==> src/rtl/breath_pkg.sv <==
// Shared encodings for the breathing-LED sequencer: modes, FSM states, ramp phase.
package breath_pkg;

    localparam int unsigned CNT_W  = 10;
    localparam int unsigned DIV_W  = 6;
    localparam int unsigned MODE_W = 2;

    typedef enum logic [MODE_W-1:0] {
        MODE_SYNC  = 2'b00,
        MODE_CHASE = 2'b01,
        MODE_ON    = 2'b10,
        MODE_OFF   = 2'b11
    } mode_e;

    typedef enum logic {
        ST_IDLE = 1'b0,
        ST_RUN  = 1'b1
    } state_e;

    typedef enum logic {
        PH_UP   = 1'b0,
        PH_DOWN = 1'b1
    } phase_e;

endpackage

==> src/rtl/breath_timebase.sv <==
// PWM time base: clock divider to 1 us slots, and a slot counter spanning one 1 ms frame.
module breath_timebase
    import breath_pkg::*;
#(
    parameter logic [DIV_W-1:0] CNT_1US_MAX = 6'd49,
    parameter logic [CNT_W-1:0] CNT_1MS_MAX = 10'd999
) (
    input  logic             sys_clk,
    input  logic             sys_rst_n,
    input  logic             en,
    input  logic             clr,
    output logic             ms_tick_c,
    output logic [CNT_W-1:0] slot_cnt
);

    logic [DIV_W-1:0] slot_div_q, slot_div_d;
    logic [CNT_W-1:0] slot_cnt_q, slot_cnt_d;
    logic             us_tick;

    // Counters only move while enabled; a clear or disable parks them at zero.
    always_comb begin
        slot_div_d = slot_div_q;
        slot_cnt_d = slot_cnt_q;
        us_tick    = en && (slot_div_q == CNT_1US_MAX);
        ms_tick_c  = us_tick && (slot_cnt_q == CNT_1MS_MAX);
        if (clr || !en) begin
            slot_div_d = '0;
            slot_cnt_d = '0;
        end else if (us_tick) begin
            slot_div_d = '0;
            slot_cnt_d = ms_tick_c ? '0 : slot_cnt_q + CNT_W'(1);
        end else begin
            slot_div_d = slot_div_q + DIV_W'(1);
        end
    end

    always_ff @(posedge sys_clk or negedge sys_rst_n) begin
        if (!sys_rst_n) begin
            slot_div_q <= '0;
            slot_cnt_q <= '0;
        end else begin
            slot_div_q <= slot_div_d;
            slot_cnt_q <= slot_cnt_d;
        end
    end

    assign slot_cnt = slot_cnt_q;

endmodule

==> src/rtl/breath_seq_ctrl.sv <==
// Breathing-LED sequencer: run/idle FSM, shared triangle duty ramp and per-mode LED mapping.
module breath_seq_ctrl
    import breath_pkg::*;
#(
    parameter logic [DIV_W-1:0] CNT_1US_MAX = 6'd49,
    parameter logic [CNT_W-1:0] CNT_1MS_MAX = 10'd999,
    parameter logic [CNT_W-1:0] STEP_MAX    = 10'd999,
    parameter int unsigned      LED_NUM     = 4
) (
    input  logic               sys_clk,
    input  logic               sys_rst_n,
    input  logic               start_pulse,
    input  logic               stop_pulse,
    input  logic [MODE_W-1:0]  mode,
    output logic [LED_NUM-1:0] led_out,
    output logic               busy,
    output logic               cycle_done
);

    localparam int unsigned IDX_W = $clog2(LED_NUM);

    state_e             state_q, state_d;
    mode_e              mode_q, mode_d;
    phase_e             phase_q, phase_d;
    logic [CNT_W-1:0]   duty_q, duty_d;
    logic [IDX_W-1:0]   led_idx_q, led_idx_d;
    logic [LED_NUM-1:0] led_out_q, led_out_d;
    logic               busy_q, busy_d;
    logic               cycle_done_q, cycle_done_d;

    logic               start_run;
    logic               run;
    logic               tb_clr;
    logic               ms_tick_c;
    logic [CNT_W-1:0]   slot_cnt;
    logic               lit;

    assign run       = (state_q == ST_RUN);
    assign start_run = start_pulse && !stop_pulse;
    assign tb_clr    = (state_d != ST_RUN) || start_run;
    assign lit       = (slot_cnt < duty_q);

    breath_timebase #(
        .CNT_1US_MAX (CNT_1US_MAX),
        .CNT_1MS_MAX (CNT_1MS_MAX)
    ) u_timebase (
        .sys_clk   (sys_clk),
        .sys_rst_n (sys_rst_n),
        .en        (run),
        .clr       (tb_clr),
        .ms_tick_c (ms_tick_c),
        .slot_cnt  (slot_cnt)
    );

    // Stop dominates start; start while running is a full restart.
    always_comb begin
        state_d      = state_q;
        mode_d       = mode_q;
        phase_d      = phase_q;
        duty_d       = duty_q;
        led_idx_d    = led_idx_q;
        led_out_d    = '0;
        cycle_done_d = 1'b0;

        if (stop_pulse) begin
            state_d = ST_IDLE;
        end else if (start_pulse) begin
            state_d = ST_RUN;
        end
        busy_d = (state_d == ST_RUN);

        if (state_d != ST_RUN) begin
            phase_d   = PH_UP;
            duty_d    = '0;
            led_idx_d = '0;
        end else if (start_run) begin
            mode_d    = mode_e'(mode);
            phase_d   = PH_UP;
            duty_d    = '0;
            led_idx_d = '0;
        end else if (ms_tick_c) begin
            if (phase_q == PH_UP) begin
                duty_d = duty_q + CNT_W'(1);
                if (duty_q + CNT_W'(1) == STEP_MAX) begin
                    phase_d = PH_DOWN;
                end
            end else begin
                duty_d = duty_q - CNT_W'(1);
                if (duty_q == CNT_W'(1)) begin
                    // Breath cycle complete: new mode takes effect from the next frame.
                    phase_d      = PH_UP;
                    cycle_done_d = 1'b1;
                    mode_d       = mode_e'(mode);
                    if (mode_q == MODE_CHASE) begin
                        led_idx_d = (led_idx_q == IDX_W'(LED_NUM - 1)) ? '0
                                                                       : led_idx_q + IDX_W'(1);
                    end
                end
            end
        end

        if (run) begin
            case (mode_q)
                MODE_SYNC:  led_out_d = {LED_NUM{lit}};
                MODE_CHASE: led_out_d = LED_NUM'(lit) << led_idx_q;
                MODE_ON:    led_out_d = '1;
                default:    led_out_d = '0;
            endcase
        end
    end

    always_ff @(posedge sys_clk or negedge sys_rst_n) begin
        if (!sys_rst_n) begin
            state_q      <= ST_IDLE;
            mode_q       <= MODE_SYNC;
            phase_q      <= PH_UP;
            duty_q       <= '0;
            led_idx_q    <= '0;
            led_out_q    <= '0;
            busy_q       <= 1'b0;
            cycle_done_q <= 1'b0;
        end else begin
            state_q      <= state_d;
            mode_q       <= mode_d;
            phase_q      <= phase_d;
            duty_q       <= duty_d;
            led_idx_q    <= led_idx_d;
            led_out_q    <= led_out_d;
            busy_q       <= busy_d;
            cycle_done_q <= cycle_done_d;
        end
    end

    assign led_out    = led_out_q;
    assign busy       = busy_q;
    assign cycle_done = cycle_done_q;

endmodule
==> config.mk <==
export PLATFORM = sky130hd
export DESIGN_NAME = breath_seq_ctrl
export DESIGN_NICKNAME = d
export VERILOG_FILES = /design/src/rtl/breath_pkg.sv /design/src/rtl/breath_timebase.sv /design/src/rtl/breath_seq_ctrl.sv
export SDC_FILE = /design/constraint.sdc
export NUM_CORES = 1
export LEC_CHECK = 0
export ABC_AREA = 1
export ABC_CLOCK_PERIOD_IN_PS = 1550
export CAP_MARGIN = 20
export CELL_PAD_IN_SITES_DETAIL_PLACEMENT = 1
export CELL_PAD_IN_SITES_GLOBAL_PLACEMENT = 1
export CORE_MARGIN = 2
export CORE_UTILIZATION = 40
export CTS_CLUSTER_DIAMETER = 30
export DETAILED_ROUTE_END_ITERATION = 10
export PLACE_DENSITY = 0.81
export SLEW_MARGIN = 20
export SYNTH_ARGS = -nofsm -noshare
export SYNTH_HDL_FRONTEND = slang
export SYNTH_SLANG_ARGS = --single-unit
==> constraint.sdc <==
create_clock -name sys_clk -period 1.55 [get_ports sys_clk]
set_clock_uncertainty 0.15 [all_clocks]
set_input_delay 0.155 -clock sys_clk [delete_from_list [all_inputs] [get_ports sys_clk]]
set_output_delay 0.155 -clock sys_clk [all_outputs]
set_load 0.02 [all_outputs]
### Word level (Yosys, flattened, before mapping)

Index checks and enable logic that the tools add are counted.

| cells by class | value |
|---|---|
| reduce and logical (&&, ||, !) cells | 14 |
| add/sub/neg operators | 5 |
| eq/ne operators | 11 |
| magnitude comparators | 1 |
| bitwise operators | 1 |
| muxes and demuxes | 35 |
| shift-type cells | 1 |

Operators with widths:

| kind | count |
|---|---|
| 10-bit 2-to-1 mux | 7 |
| 2-bit 2-to-1 mux | 11 |
| 10-bit by 1-bit adder with 10-bit output (second input constant) | 2 |
| 10-bit == test (second input constant) | 2 |
| 1-bit 2-to-1 mux | 13 |
| 6-bit 2-to-1 mux | 2 |
| 4-bit one-hot mux with 3 select lines | 1 |
| 10-bit by 1-bit == test with 1-bit output (second input constant) | 1 |
| 10-bit less-than comparator | 1 |
| 10-bit by 1-bit subtractor with 10-bit output (second input constant) | 1 |
| 3-bit by 1-bit != test with 1-bit output (second input constant) | 3 |
| 4-bit AND reduction | 2 |
| 2-bit nonzero test | 4 |
| 6-bit by 1-bit adder with 6-bit output (second input constant) | 1 |
| 6-bit == test (second input constant) | 1 |
| 2-bit == test (second input constant) | 2 |
| 4-bit 2-to-1 mux | 1 |
| 1-bit by 2-bit << shifter with 4-bit output | 1 |
| 1-bit logical AND | 3 |
| 3-bit by 2-bit != test with 1-bit output (second input constant) | 1 |
| 2-bit by 1-bit adder with 2-bit output (second input constant) | 1 |
| 2-bit by 1-bit == test with 1-bit output (second input constant) | 1 |
| 1-bit logical NOT | 2 |
| 2-bit logical NOT | 1 |
| other kinds (2) | 3 |

| storage, ports and cells | value |
|---|---|
| register bits after elaboration | 37 |
| output and inout port bits | 6 |
| input bits | 6 |
| logic and storage cells | 77 |

### Longest topological paths before layout

| logic depth | value |
|---|---|
| depth in word-level cells | 8 |
| depth in mapped cells | 12 |
| gate-level depth less buffers | 12 |

### Modules after synthesis

A second synthesis with hierarchy kept.

| unflattened totals | value |
|---|---|
| cells, all modules | 349 |
| area total of the unflattened synthesis | 2558.7 um^2 |

Modules (own cells, without submodules):

| module | cells each | area an instance (um^2) | times used | seq. area each (um^2) |
|---|---|---|---|---|
| breath_seq_ctrl | 221 | 1584.0 | 1 | 525.5 |
| breath_timebase | 128 | 974.7 | 1 | 400.4 |

### Least setup slack after synthesis

No wires, ideal clock.

| path | value |
|---|---|
| path kind | register -> register |
| start point | register duty_q[8] |
| end point | register led_out_q[0] (netlist: led_out[0]) |
| data required time | 1.276 ns |
| arrival | 1.437 ns |
| path buffers | 0 |
| setup slack | -0.161 ns |
| stages on the path, launching flop included | 10 |
| setup time | 0.124 ns |
| clock period less this slack | 1.711 ns |
| path through | dfrtp_1 inv_1 ha_1 nand2_1 nor2_1 nand3b_1 nand3b_1 nand2_1 nand2_1 a21oi_1 |

| between the ends | value |
|---|---|
| longest elaborated chain between the ends | 4 |

Ends and longest elaborated chain:

| what | line | source |
|---|---|---|
| from (decl) | breath_seq_ctrl.sv:25 | `logic [CNT_W-1:0] duty_q, duty_d;` |
| from (signal assigned) | breath_seq_ctrl.sv:126 | `duty_q <= duty_d;` |
| 10-bit less-than comparator * | breath_seq_ctrl.sv:41 | `assign lit = (slot_cnt < duty_q);` |
| 1-bit by 2-bit << shifter with 4-bit output | breath_seq_ctrl.sv:105 | `MODE_CHASE: led_out_d = LED_NUM'(lit) << led_idx_q;` |
| 4-bit one-hot mux with 3 select lines * | breath_seq_ctrl.sv:103 | `case (mode_q)` |
| 4-bit 2-to-1 mux * | breath_seq_ctrl.sv:102 | `if (run) begin` |
| net led_out_d[0] | breath_seq_ctrl.sv:27 | `logic [LED_NUM-1:0] led_out_q, led_out_d;` |
| to (signal assigned) | breath_seq_ctrl.sv:128 | `led_out_q <= led_out_d;` |
| to (decl) | breath_seq_ctrl.sv:27 |  |

Mark *: on every way through the listed nets, which the timed path passes. The rest lies on a longest branch.
A chain may end at the register's enable or synchronous reset.

### Worst setup path in the final report

| path | value |
|---|---|
| start point | register duty_q[3] |
| end point | register phase_q |

| between the ends | value |
|---|---|
| longest elaborated chain between the ends | 7 |
| elaborated cells between the ends (all ways) | 9 |
| classes of those cells | 1 x add/sub; 2 x eq/ne; 6 x mux |

Ends and longest elaborated chain:

| what | line | source |
|---|---|---|
| 10-bit by 1-bit adder with 10-bit output | breath_seq_ctrl.sv:84 | `if (duty_q + CNT_W'(1) == STEP_MAX) begin` |
| 10-bit == test | breath_seq_ctrl.sv:84 |  |
| 1-bit 2-to-1 mux | breath_seq_ctrl.sv:84 |  |
| 1-bit 2-to-1 mux * | breath_seq_ctrl.sv:82 | `if (phase_q == PH_UP) begin` |
| 1-bit 2-to-1 mux * | breath_seq_ctrl.sv:81 | `end else if (ms_tick_c) begin` |
| 1-bit 2-to-1 mux * | breath_seq_ctrl.sv:76 | `end else if (start_run) begin` |
| 1-bit 2-to-1 mux * | breath_seq_ctrl.sv:72 | `if (state_d != ST_RUN) begin` |
| to (signal assigned) | breath_seq_ctrl.sv:125 | `phase_q <= phase_d;` |
| to (decl) | breath_seq_ctrl.sv:24 | `phase_e phase_q, phase_d;` |

Mark *: on every way between the ends. The rest lies on a longest branch, timed or not. The select of a mux whose other input is x is not followed.

==> summary.md <==
| Metric | Value |
|---|---|
| Status | finished, violations left |
| Failing checks | setup timing |
| Final worst setup slack | -473.5 ps |
| Die Ht | 82.44 um |
| Wl on met1 | 5.423 mm |
| Post-Route WL | 15.18 mm |
| Post-synthesis mux area share | 0% |
| Fin. max-slew vios | 0 |
| Netlist Area Pre-Place | 2461 um^2 |
| Cell taking the most area after synthesis | dfrtp_1 |
| Synth async-reset ratio | 100.0% |
| Synth warn | 0 |
| DR DRC count | 0 |
| Most frequent cells in the layout | 79 x buf_4, 51 x nand2_1, 31 x dfrtp_1 |
| Seq/Total Area, Yosys | 37.62% |
| Post-Syn Nets | 360 |
| Post-synth EDFFs | 0 |
| Vias in the first global route | 3207 |
| I/O Buffers | 11 |
| Root Driver | clkbuf_8 |
| Max_cap viols | 0 |
| Ports | 12 |
| Max Buffers Root-to-Sink | 2 |
| Total CTS buffers | 5 |
| Main combinational cell family by area after synthesis | simple AND/OR/NAND/NOR gates |
| Post-DP HPWL | 6.274 mm |
| GR Util All Layers | 35.18% |
| Global-route wire length before repair | 17.12 mm |
| CP Max Fanout | 2 |
| Largest net degree at the start of global routing | 22 |
| Crit share post-route | 130.5% |
| Simple-gate share of the synthesized area | 33.05% |
| Via density | 6.261 |
| Fin Hold WS | 164.6 ps |
| Critical path type | reg2reg |
| Ranking of synthesized cells by area | dfrtp_1 38%, nand2_1 12%, ha_1 8.6% |
| Area Overhead vs Synth | 72.95% |
| Post-synth top area share | 37.62% |
| RSZ-0062 raised after global routing | yes |
| Arr. time, crit path | 2130 ps |
| Final hold violations | 0 |
| DRT iter0 DRCs | 295 |
| Relative slew slack | 68.69% |
| Pleak | 0.001954 uW |
| Post-Synthesis Cells | 337 |
| Layout cells sized above 1 | 55.06% |
| Critical Path End Type | register |
| Critical path launch point type | register |
| Met3 wire length | 1.167 mm |
| Initial antenna violation count | 1 |
| Routed Antenna Nets | 0 |
| Post-synthesis compound-gate area fraction | 11.34% |
| Register bit total from synthesis | 37 |
| Peak VDD IR | 0.0006608 V |
| Final setup viols | 36 |
| Core box area | 5921 um^2 |
| FILL cells | 647 |
| Final Net Count | 467 |
| Via count | 3262 |
| Drt wl/cell | 29.14 um |
| Synth Area per Inst | 7.303 um^2 |
| Unique masters post-synth | 30 |
| Post-Synth XOR/XNOR Area | 1.423% |
| Pwr dens | 527.9 nW/um^2 |
| Die W | 82.44 um |
| Initial Util | 41.57% |
| H-tree Lvls | 2 |
| Max Clk Rate | 494.2 MHz |
| Worst-Margin Slew | 469.6 ps |
| Detailed Routing Iterations Pass 1 | 5 |
| Footprint of the multi-input gates | 2027 um^2 |
| Worst-skew pair later-pin latency | 330 ps |
| Pre-CTS setup slack | -293.7 ps |
| Clock Sinks | 37 |
| Tmin final | 2023 ps |
| Rows | 28 |
| DIE AREA | 6796 um^2 |
| Gpl congestion | 0.9450 |
| CTS tree | built |
| Most common cell after layout, fill and taps aside | buf_4 |
| Required @ worst endpoint | 1660 ps |
| DR WL met2 | 7.272 mm |
| Clock slew seen by the registers of the worst setup and hold paths | 110 ps |
| Reg area | 933.4 um^2 |
| Pwr Total | 2247 uW |
| HP Class | in2async |
| Synth Flop Type | dfrtp_1 |
| DR top layer | met4 |
| GRT Residual Overflow | 0 |
| Synth Area in Adders | 8.643% |
through the flow:
stage / utilization (%) / instance area (um^2) / cells / TNS (ps)
2_1_floorplan: - / 2555 / 337 / -1351
3_3_place_gp: 54.46 / 3224 / 480 / -5451
3_5_place_dp: 54.46 / 3224 / 480 / -7752
4_1_cts: 62.70 / 3712 / 504 / -4934
5_1_grt: 71.85 / 4254 / 520 / -12180
6_report: 71.89 / 4257 / 521 / -10480
worst max-delay path, stage by stage (launching register included):
cell,delay [ps]
dfrtp_1,420
buf_4,150
buf_4,130
nand3_1,130
inv_1,120
nand3_1,170
nand2_1,140
nor2_1,110
nand2_1,60
nor2_1,190
nor2_1,90
nor2_1,110
Yosys cell counts, types with 2 or more instances:
cell and number:
inv_1 43, inv_2 2, nor2_1 39, nor3_4 2, nand2_4 2, o21ai_0 20
nor3_1 7, nand4_1 8, nand3_1 25, ha_1 17, o22ai_1 4, a21oi_1 22
o21ai_1 3, dfrtp_1 37, nor2_4 2, xor2_1 3, nand3b_1 2, buf_2 2
nand2_1 81, nand2_2 6
routing by layer:
layer | up-vias | GRT usage (%)
met5 | - | 0
met4 | 0 | 21.17
met3 | 117 | 8.261
met2 | 221 | 61.29
met1 | 1606 | 38.60
li1 | 1318 | -
area by class of cell:
| type | count | share of cell area [%] |
|---|---|---|
| antenna | 1 | 0.05879 |
| clock buffer | 6 | 1.940 |
| clock inverter | 2 | 0.8818 |
| inverter | 46 | 4.527 |
| multi-input combinational | 251 | 47.62 |
| sequential | 37 | 21.93 |
| tap | 75 | 2.205 |
| timing repair buffer | 103 | 20.84 |
path summary, 6_finish.rpt:
check	start	to	slack, ps	cells after the start
worst max-delay path	duty_q[3]	phase_q	-470	11
worst min-delay path	sys_rst_n	led_idx_q[0]	160	2
worst max register to register	duty_q[3]	phase_q	-470	11
worst min register to register	mode_q[0]	mode_q[0]	390	2
max in group asynchronous	sys_rst_n	u_timebase.slot_cnt[3]	560	3
min in group sys_clk	mode[1]	mode_q[1]	270	3
cells by family after synthesis:
family / count (synthesis)
compound gates: 52
buf+inv: 50
flops: 37
xor+xnor: 4
fa+ha+maj: 17
simple gates: 177
sequential cells by signal, indices dropped and copies added (netlist names), 2 cells and up:
register,flops
duty_q,10
led_idx_q,2
led_out,4
mode_q,2
u_timebase.slot_cnt,10
u_timebase.slot_div_q,6
repair_timing:
item                                   4_1_cts  5_1_grt
gates cloned                                 1        0
pin swaps                                   21       34
gates resized for setup                     73      109
endpoints found under the hold margin       37        0
buffers inserted                            14       17
setup endpoints to repair                   37       38
hold buffers                                 1        0
where the power goes:
group / total (uW) / leakage [uW] / internal, uW / switching (uW)
logic: 263 / 0.00140 / 98.9 / 164
registers: 1010 / 0.000501 / 988 / 22.9
clock network: 974 / 0.0000574 / 525 / 449
(Power assumes the default switching activity.)
